**src/rtl/uart_tx_sched.sv**
```systemverilog
// Round-robin UART transmit scheduler: four byte requesters share one 8N1 TX line.
// Define PARITY_EN to insert an even-parity bit (8E1 frames).
module uart_tx_sched #(
    parameter int CLK_FREQ   = 100_000_000,
    parameter int BAUD       = 9600,
    parameter int OVERSAMPLE = 16
) (
    input  logic        clk,
    input  logic        rst_n,
    input  logic [3:0]  req,
    input  logic [31:0] data,
    output logic [3:0]  ack,
    output logic [1:0]  gnt_id,
    output logic        busy,
    output logic        tx
);
    localparam int DIV = CLK_FREQ / (BAUD * OVERSAMPLE);
    localparam int DW  = (DIV > 1) ? $clog2(DIV) : 1;
    localparam int OW  = (OVERSAMPLE > 1) ? $clog2(OVERSAMPLE) : 1;

    if (DIV < 1) begin : g_bad_div
        $error("uart_tx_sched: CLK_FREQ too low for BAUD*OVERSAMPLE");
    end

`ifdef PARITY_EN
    typedef enum logic [2:0] {S_IDLE, S_START, S_DATA, S_PARITY, S_STOP} state_t;
`else
    typedef enum logic [2:0] {S_IDLE, S_START, S_DATA, S_STOP} state_t;
`endif

    state_t        state;
    logic [DW-1:0] div_cnt;
    logic [OW-1:0] os_cnt;
    logic [2:0]    bit_idx;
    logic [7:0]    byte_q;
    logic [1:0]    last_winner;
    logic          win_found;
    logic [1:0]    win_id;
    logic          bit_end;

    // Later iterations overwrite earlier ones, so the requester closest
    // after last_winner wins; k=4 wraps back to last_winner itself.
    always_comb begin
        win_found = 1'b0;
        win_id    = '0;
        for (int k = 4; k >= 1; k--) begin
            if (req[last_winner + 2'(k)]) begin
                win_found = 1'b1;
                win_id    = last_winner + 2'(k);
            end
        end
    end

    assign bit_end = (div_cnt == DW'(DIV - 1)) && (os_cnt == OW'(OVERSAMPLE - 1));

    always_ff @(posedge clk or negedge rst_n) begin
        if (!rst_n) begin
            state       <= S_IDLE;
            div_cnt     <= '0;
            os_cnt      <= '0;
            bit_idx     <= '0;
            byte_q      <= '0;
            last_winner <= 2'd3;
            ack         <= '0;
            gnt_id      <= '0;
            busy        <= 1'b0;
            tx          <= 1'b1;
        end else begin
            ack <= '0;
            if (state == S_IDLE) begin
                div_cnt <= '0;
                os_cnt  <= '0;
                if (win_found) begin
                    byte_q       <= data[8*win_id +: 8];
                    ack[win_id]  <= 1'b1;
                    gnt_id       <= win_id;
                    last_winner  <= win_id;
                    busy         <= 1'b1;
                    tx           <= 1'b0;
                    state        <= S_START;
                end
            end else begin
                if (div_cnt == DW'(DIV - 1)) begin
                    div_cnt <= '0;
                    os_cnt  <= (os_cnt == OW'(OVERSAMPLE - 1)) ? '0 : os_cnt + 1'b1;
                end else begin
                    div_cnt <= div_cnt + 1'b1;
                end
                if (bit_end) begin
                    case (state)
                        S_START: begin
                            state   <= S_DATA;
                            bit_idx <= '0;
                            tx      <= byte_q[0];
                        end
                        S_DATA: begin
                            if (bit_idx == 3'd7) begin
`ifdef PARITY_EN
                                state <= S_PARITY;
                                tx    <= ^byte_q;
`else
                                state <= S_STOP;
                                tx    <= 1'b1;
`endif
                            end else begin
                                bit_idx <= bit_idx + 3'd1;
                                tx      <= byte_q[bit_idx + 3'd1];
                            end
                        end
`ifdef PARITY_EN
                        S_PARITY: begin
                            state <= S_STOP;
                            tx    <= 1'b1;
                        end
`endif
                        S_STOP: begin
                            // One idle cycle follows every frame before the next grant.
                            state <= S_IDLE;
                            busy  <= 1'b0;
                        end
                        default: begin
                            state <= S_IDLE;
                            busy  <= 1'b0;
                            tx    <= 1'b1;
                        end
                    endcase
                end
            end
        end
    end
endmodule

```
**config.mk**
```make
export PLATFORM = sky130hd
export DESIGN_NAME = uart_tx_sched
export DESIGN_NICKNAME = d
export VERILOG_FILES = /design/src/rtl/uart_tx_sched.sv
export SDC_FILE = /design/constraint.sdc
export NUM_CORES = 1
export LEC_CHECK = 0
export BUFFER_PORTS_ARGS = -buffer_cell sky130_fd_sc_hd__buf_4
export CAP_MARGIN = 20
export CORE_ASPECT_RATIO = 0.5
export CORE_UTILIZATION = 46
export CTS_BUF_LIST = sky130_fd_sc_hd__clkbuf_8
export CTS_CLUSTER_DIAMETER = 30
export DETAILED_ROUTE_END_ITERATION = 10
export GPL_TIMING_DRIVEN = 0
export PLACE_DENSITY = 0.72
export SYNTH_ARGS = -nofsm -noshare
export SYNTH_HDL_FRONTEND = slang
export SYNTH_SLANG_ARGS = --single-unit
export TNS_END_PERCENT = 30
```
**constraint.sdc**
```tcl
create_clock -name clk -period 2 [get_ports clk]
set_input_delay 0.1 -clock clk [delete_from_list [all_inputs] [get_ports clk]]
set_output_delay 0.1 -clock clk [all_outputs]
set_load 0.005 [all_outputs]
```
==> impl_metrics.py, run 1 <==
metrics = {
    "outcome": {
        "outcome": "finished, final reports clean",
    },
    "worst_setup_path": {
        "required_ns": 2.18,
        "end_kind": "register",
        "worstPathMaxFanout": 5,
        "path_class": "reg -> reg",
        "arrival_ns": 2.08,
        "worstSetupStartpointType": "register",
    },
    "cts": {
        "ctsLongestPathBuffers": 2,
        "htree_levels": 2,
        "path_clk_slew_ns": 0.08,
        "cts_tree": "built",
        "cts_buffers": 5,
        "root_buffer": "clkbuf_8",
        "clock_latency_ns": 0.29,
        "cts_sinks": 37,
    },
    "drt": {
        "drcViolationCount": 0,
        "vias": 1572,
        "drt_pass1_iterations": 4,
        "wl_per_cell_um": 13.8,
        "totalWireLength_um": 4130,
        "ant_nets": 0,
        "drtIter0Drc": 27,
        "drt-vias-per-instance": 5.24,
    },
    "timing": {
        "min_period_ns": 1.91,
        "worst-slew-pin-transition_ns": 0.512,
        "period_share_pct": 95.3,
        "rsz0062_at_grt": "true",
        "maxSlewHeadroom_pct": 65.8,
        "fmax_mhz": 525,
        "clock_skew_ns": 0.00860,
        "setup_viol": 0,
        "hold_viol": 0,
        "slew_viol_final": 0,
        "hold_ws_ns": 0.127,
        "fin_ws_ns": 0.0943,
    },
    "logic_synthesis": {
        "netlist.area_leader.share_pct": 41.8,
        "ys_ff_latch": 37,
        "seq_area_frac_synth_pct": 45.7,
        "avgSynthCellArea_um2": 10.7,
        "syn_inst": 190,
        "synth_ff_type": "dfrtp_1",
        "synth_nets": 237,
        "synth.distinct_cells": 44,
        "async_flop_share_pct": 100,
        "synthesis.area_um2": 2040,
        "synth_edf_count": 0,
        "ys_warn_count": 0,
        "synth_area_leaders": "dfrtp_1 (42%), mux2i_1 (8.9%), ha_1 (5.5%)",
        "yosysTopAreaCell": "dfrtp_1",
    },
    "placement": {
        "place_congestion": 0.799,
        "post-dp-hpwl_um": 3040,
        "port_buffers": 45,
        "dpl_worst_slack_ns": -0.0128,
        "placed_area_um2": 2440,
    },
    "power": {
        "swShare_pct": 37.0,
        "pwr-share-clk_pct": 18.5,
        "p_total_mw": 2.81,
        "pwr-share-comb_pct": 42.1,
        "irDropWorstVdd_v": 0.000431,
        "static-leakage-power_nw": 1.28,
        "pwr-share-seq_pct": 39.4,
        "switching_power_mw": 1.04,
        "power_report.internal_total_mw": 1.77,
        "power.density_nw_per_um2": 1100,
    },
    "finish": {
        "num-nets-final": 292,
        "fin_area_um2": 2570,
        "final_util_pct": 63.2,
        "drive_above_1_share_pct": 31.7,
        "diodes": 0,
        "area_growth_pct": 26.2,
    },
    "global_route": {
        "grt_max_degree": 38,
        "antenna_found_initial": 0,
        "grt_pass1_vias": 1580,
        "grt_overflow_total": 0,
        "grt_usage_pct": 19.8,
        "grt_first_pass_wirelength_um": 6930,
    },
    "die": {
        "start_util_pct": 50.1,
        "floorplan.die_area_um2": 4710,
        "ios": 46,
        "die_h_um": 49.0,
        "num_rows": 16,
        "coreArea_um2": 4060,
        "die_w_um": 96.1,
    },
    "run": {
        "cap_viol_max_count": 0,
    },
    "min_path": {
        "hold_path.class": "in -> reg",
    },
}
==> registers in the layout, indices dropped and copies added, names as in the netlist <==
signal       flops
busy             1
tx               1
state            2
os_cnt           4
byte_q           8
last_winner      2
div_cnt         10
gnt_id           2
ack              4
bit_idx          3
==> layer usage <==
metal / track usage, % / vias to the layer above / routed length (um) / part of all wire, %
met5: 0 / - / 0 / 0
met4: 3.98 / 0 / 12 / 0.29
met3: 6.07 / 2 / 192 / 4.6
met2: 32.9 / 29 / 1950 / 47
met1: 25.5 / 763 / 1980 / 48
li1: - / 778 / - / -
==> Yosys cell counts, types with 2 or more instances <==
cell type  instances
dfrtp_1           34
nor2_1            19
mux2i_1           18
nand2_1           18
ha_1               9
inv_1              9
o21ai_0            8
o221ai_1           8
a21oi_1            7
nand3_1            6
xnor2_1            6
clkbuf_1           4
nand2b_1           4
dfstp_2            3
xor2_1             3
and3_1             2
mux2_2             2
mux4_2             2
nor2b_1            2
or3_1              2
==> worst paths after layout <==
kind                       startpoint              to  slack, ns  cells past startpoint
setup / recovery           div_cnt[0]        state[1]       0.09                      7
hold / removal               data[21]       byte_q[5]       0.13                      3
setup reg to reg           div_cnt[0]        state[1]       0.09                      7
hold reg to reg             gnt_id[1]       gnt_id[1]       0.49                      2
max in group asynchronous       rst_n  last_winner[1]       1.33                      2
min in group asynchronous       rst_n      div_cnt[6]       0.31                      2
==> worst max-delay path, stage by stage, from the launching register on <==
cell,delay [ns]
dfrtp_1,0.42
inv_1,0.07
ha_1,0.13
and4bb_1,0.24
nand4b_4,0.15
o31a_4,0.33
a21oi_2,0.11
mux2_1,0.33
==> cell type report <==
class	count	area (um^2)
multi-input cells	137	1050
plain buffers	6	36.3
inverters	9	33.8
well taps	54	67.6
repair buffers	49	370
fillers	344	1490
clock buffers	5	68.8
clock inverters	3	17.5
flip-flops and latches	37	930
==> repair_timing <==
| action | 4_1_cts | 5_1_grt |
|---|---|---|
| buffers inserted | 3 | 0 |
| hold buffers | 1 | 0 |
| resized for setup | 1 | 6 |
| pin swaps | 0 | 1 |
| endpoints found under the setup margin | 1 | 14 |
| hold endpoints to repair | 34 | 0 |
==> stage by stage <==
| stage | std cells | setup TNS (ns) |
|---|---|---|
| final | 300 | 0 |
| after global placement | 289 | 0 |
| after floorplan | 190 | 0 |
| after detailed placement | 289 | -0.0128 |
| after CTS | 301 | 0 |
| after global routing | 300 | -0.00734 |
==> power groups by stage <==
| stage | Combinational [mW] | Sequential (mW) | Clock, mW |
|---|---|---|---|
| 6_report | 1.19 | 1.11 | 0.520 |
| 5_1_grt | 1.32 | 1.14 | 0.569 |
| 3_5_place_dp | 1.18 | 1.12 | 0 |
| 2_1_floorplan | 0.847 | 1.09 | 0 |
| 4_1_cts | 1.20 | 1.11 | 0.524 |
| 3_3_place_gp | 1.15 | 1.11 | 0 |
==> logic make-up after synthesis <==
family | after synthesis | synth area share [%]
simple gates | 65 | 17.0
buf+inv | 16 | 3.56
fa+ha+maj | 9 | 5.53
flops | 37 | 45.7
compound gates | 31 | 11.7
mux | 23 | 12.7
xor+xnor | 9 | 3.87
==> placed cells by master, fill, tap and decap left out, types with 3 or more instances in the layout <==
master and count:
xnor2_1 6, nor2_1 19, o21ai_0 6, dfrtp_1 34
nand2b_1 4, ha_1 9, clkbuf_8 5, nand3_1 6
xor2_1 3, o221ai_1 8, a21oi_1 7, inv_1 9
buf_4 49, mux2i_1 18, nand2_1 18, dfstp_2 3
Note: power is estimated with default switching activity, not from simulation.
==> run 2: changes to the inputs <==
--- a/config.mk
+++ b/config.mk
@@ -14,6 +14,7 @@
 export DETAILED_ROUTE_END_ITERATION = 10
 export GPL_TIMING_DRIVEN = 0
 export PLACE_DENSITY = 0.72
+export SETUP_SLACK_MARGIN = 0.1
 export SYNTH_ARGS = -nofsm -noshare
 export SYNTH_HDL_FRONTEND = slang
 export SYNTH_SLANG_ARGS = --single-unit
==> constraint.sdc (replaced) <==
create_clock -name clk -period 1.75 [get_ports clk]
set_input_delay 0.0875 -clock clk [delete_from_list [all_inputs] [get_ports clk]]
set_output_delay 0.0875 -clock clk [all_outputs]
set_load 0.005 [all_outputs]
==> impl_metrics.py, run 2 (same netlist as run 1, synthesis figures left out) <==
metrics = {
    "finish": {
        "largest_register_ffs": 10,
        "drive_above_1_share_pct": 37.0,
        "diodes": 0,
        "fin_area_um2": 2700,
        "num-nets-final": 300,
        "top_regs": "div_cnt x10, byte_q x8",
        "mostFrequentLayoutCells": "buf_4 (56), dfrtp_1 (33), nor2_1 (19)",
        "final_common_cell": "buf_4",
        "area_growth_pct": 32.4,
        "largest-register": "div_cnt",
        "fin_cells": 308,
        "final_util_pct": 66.3,
    },
    "cts": {
        "clock_latency_ns": 0.29,
        "htree_levels": 2,
        "ctsLongestPathBuffers": 2,
        "cts_sinks": 37,
        "path_clk_slew_ns": 0.07,
        "cts_buffers": 5,
        "root_buffer": "clkbuf_8",
        "cts_tree": "built",
    },
    "run": {
        "cap_viol_max_count": 0,
    },
    "die": {
        "ios": 46,
        "start_util_pct": 50.1,
        "floorplan.die_area_um2": 4710,
        "die_h_um": 49.0,
        "num_rows": 16,
        "coreArea_um2": 4060,
        "die_w_um": 96.1,
    },
    "power": {
        "irDropWorstVdd_v": 0.000635,
        "power.density_nw_per_um2": 1290,
        "p_total_mw": 3.48,
        "static-leakage-power_nw": 1.35,
    },
    "timing": {
        "rsz0062_at_grt": "true",
        "hold_ws_ns": 0.107,
        "setup_viol": 5,
        "clock_skew_ns": 0.00616,
        "fin_ws_ns": -0.128,
        "hold_viol": 0,
        "slew_viol_final": 0,
        "worst-slew-pin-transition_ns": 0.560,
        "fmax_mhz": 533,
        "fin_setup_tns_ns": -0.307,
        "period_share_pct": 107,
        "maxSlewHeadroom_pct": 62.5,
        "min_period_ns": 1.88,
    },
    "worst_setup_path": {
        "arrival_ns": 2.06,
        "path_class": "reg -> reg",
        "end_kind": "register",
        "cp-endpoint": "state[1]",
        "rr_startpoint": "div_cnt[0]",
        "worstPathMaxFanout": 6,
        "r2r_end": "state[1]",
        "worstRegToRegCells": 7,
        "r2r_slack_ns": -0.13,
        "worstSetupStartpointType": "register",
        "required_ns": 1.93,
        "crit_start": "div_cnt[0]",
    },
    "placement": {
        "post-dp-hpwl_um": 3060,
        "port_buffers": 45,
        "placed_area_um2": 2450,
        "dpl.cell_count": 289,
        "dpl_worst_slack_ns": -0.204,
        "place_congestion": 0.791,
    },
    "outcome": {
        "violations": "negative setup slack",
        "outcome": "finished with violations",
    },
    "min_path": {
        "hold_depth": 3,
        "hold_path.class": "in -> reg",
    },
    "drt": {
        "drt-vias-per-instance": 5.31,
        "wl_per_cell_um": 14.5,
        "drcViolationCount": 0,
        "drt_pass1_iterations": 4,
        "drtIter0Drc": 40,
        "totalWireLength_um": 4470,
        "ant_nets": 0,
        "vias": 1634,
    },
    "global_route": {
        "grt_pass1_vias": 1653,
        "grt_usage_pct": 21.7,
        "grt_max_degree": 38,
        "antenna_found_initial": 0,
        "grt_first_pass_wirelength_um": 7530,
        "grt_overflow_total": 0,
    },
}
run 2: cell type report:
type | count | area, um^2
Clock inverter | 3 | 13.8
Buffer | 6 | 48.8
Inverter | 9 | 33.8
Timing Repair Buffer | 57 | 434
Tap cell | 54 | 67.6
Multi-Input combinational cell | 137 | 1100
Clock buffer | 5 | 68.8
Sequential cell | 37 | 931
Fill cell | 324 | 1370
run 2: worst min-delay path by stage:
stage / from / to / slack [ns]
3_5_place_dp: rst_n / gnt_id[1] / 0.08
3_3_place_gp: rst_n / ack[2] / 0.07
2_1_floorplan: rst_n / ack[0] / -0.21
5_1_grt: data[16] / byte_q[0] / 0.11
6_report: data[16] / byte_q[0] / 0.11
4_1_cts: data[16] / byte_q[0] / 0.10
run 2: report_power, final:
| group | switching [mW] | leakage, nW | total [mW] | internal [mW] |
|---|---|---|---|---|
| clock | 0.309 | 0.0491 | 0.580 | 0.270 |
| combinational | 0.813 | 0.823 | 1.64 | 0.832 |
| sequential | 0.154 | 0.473 | 1.26 | 1.10 |
run 2: timing repair:
action / CTS / global route
cloned: 1 / 0
endpoints found under the hold margin: 34 / 0
buffers inserted: 8 / 2
pin swaps: 10 / 4
resized for setup: 14 / 6
hold buffers: 1 / 0
endpoints found under the setup margin: 29 / 28
run 2: routing by layer:
| metal | up-vias | GRT usage (%) | wire (um) |
|---|---|---|---|
| li1 | 800 | - | - |
| met1 | 799 | 28.4 | 2140 |
| met2 | 27 | 35.0 | 2140 |
| met3 | 8 | 5.14 | 126 |
| met4 | 0 | 8.21 | 58 |
| met5 | - | 0 | 0 |
run 2: worst max-delay path: stages (launching register included):
cell	delay [ns]
dfrtp_1	0.38
inv_1	0.06
ha_1	0.14
and4bb_1	0.25
nand4b_4	0.16
o31a_4	0.32
a21oi_2	0.14
mux2_4	0.31
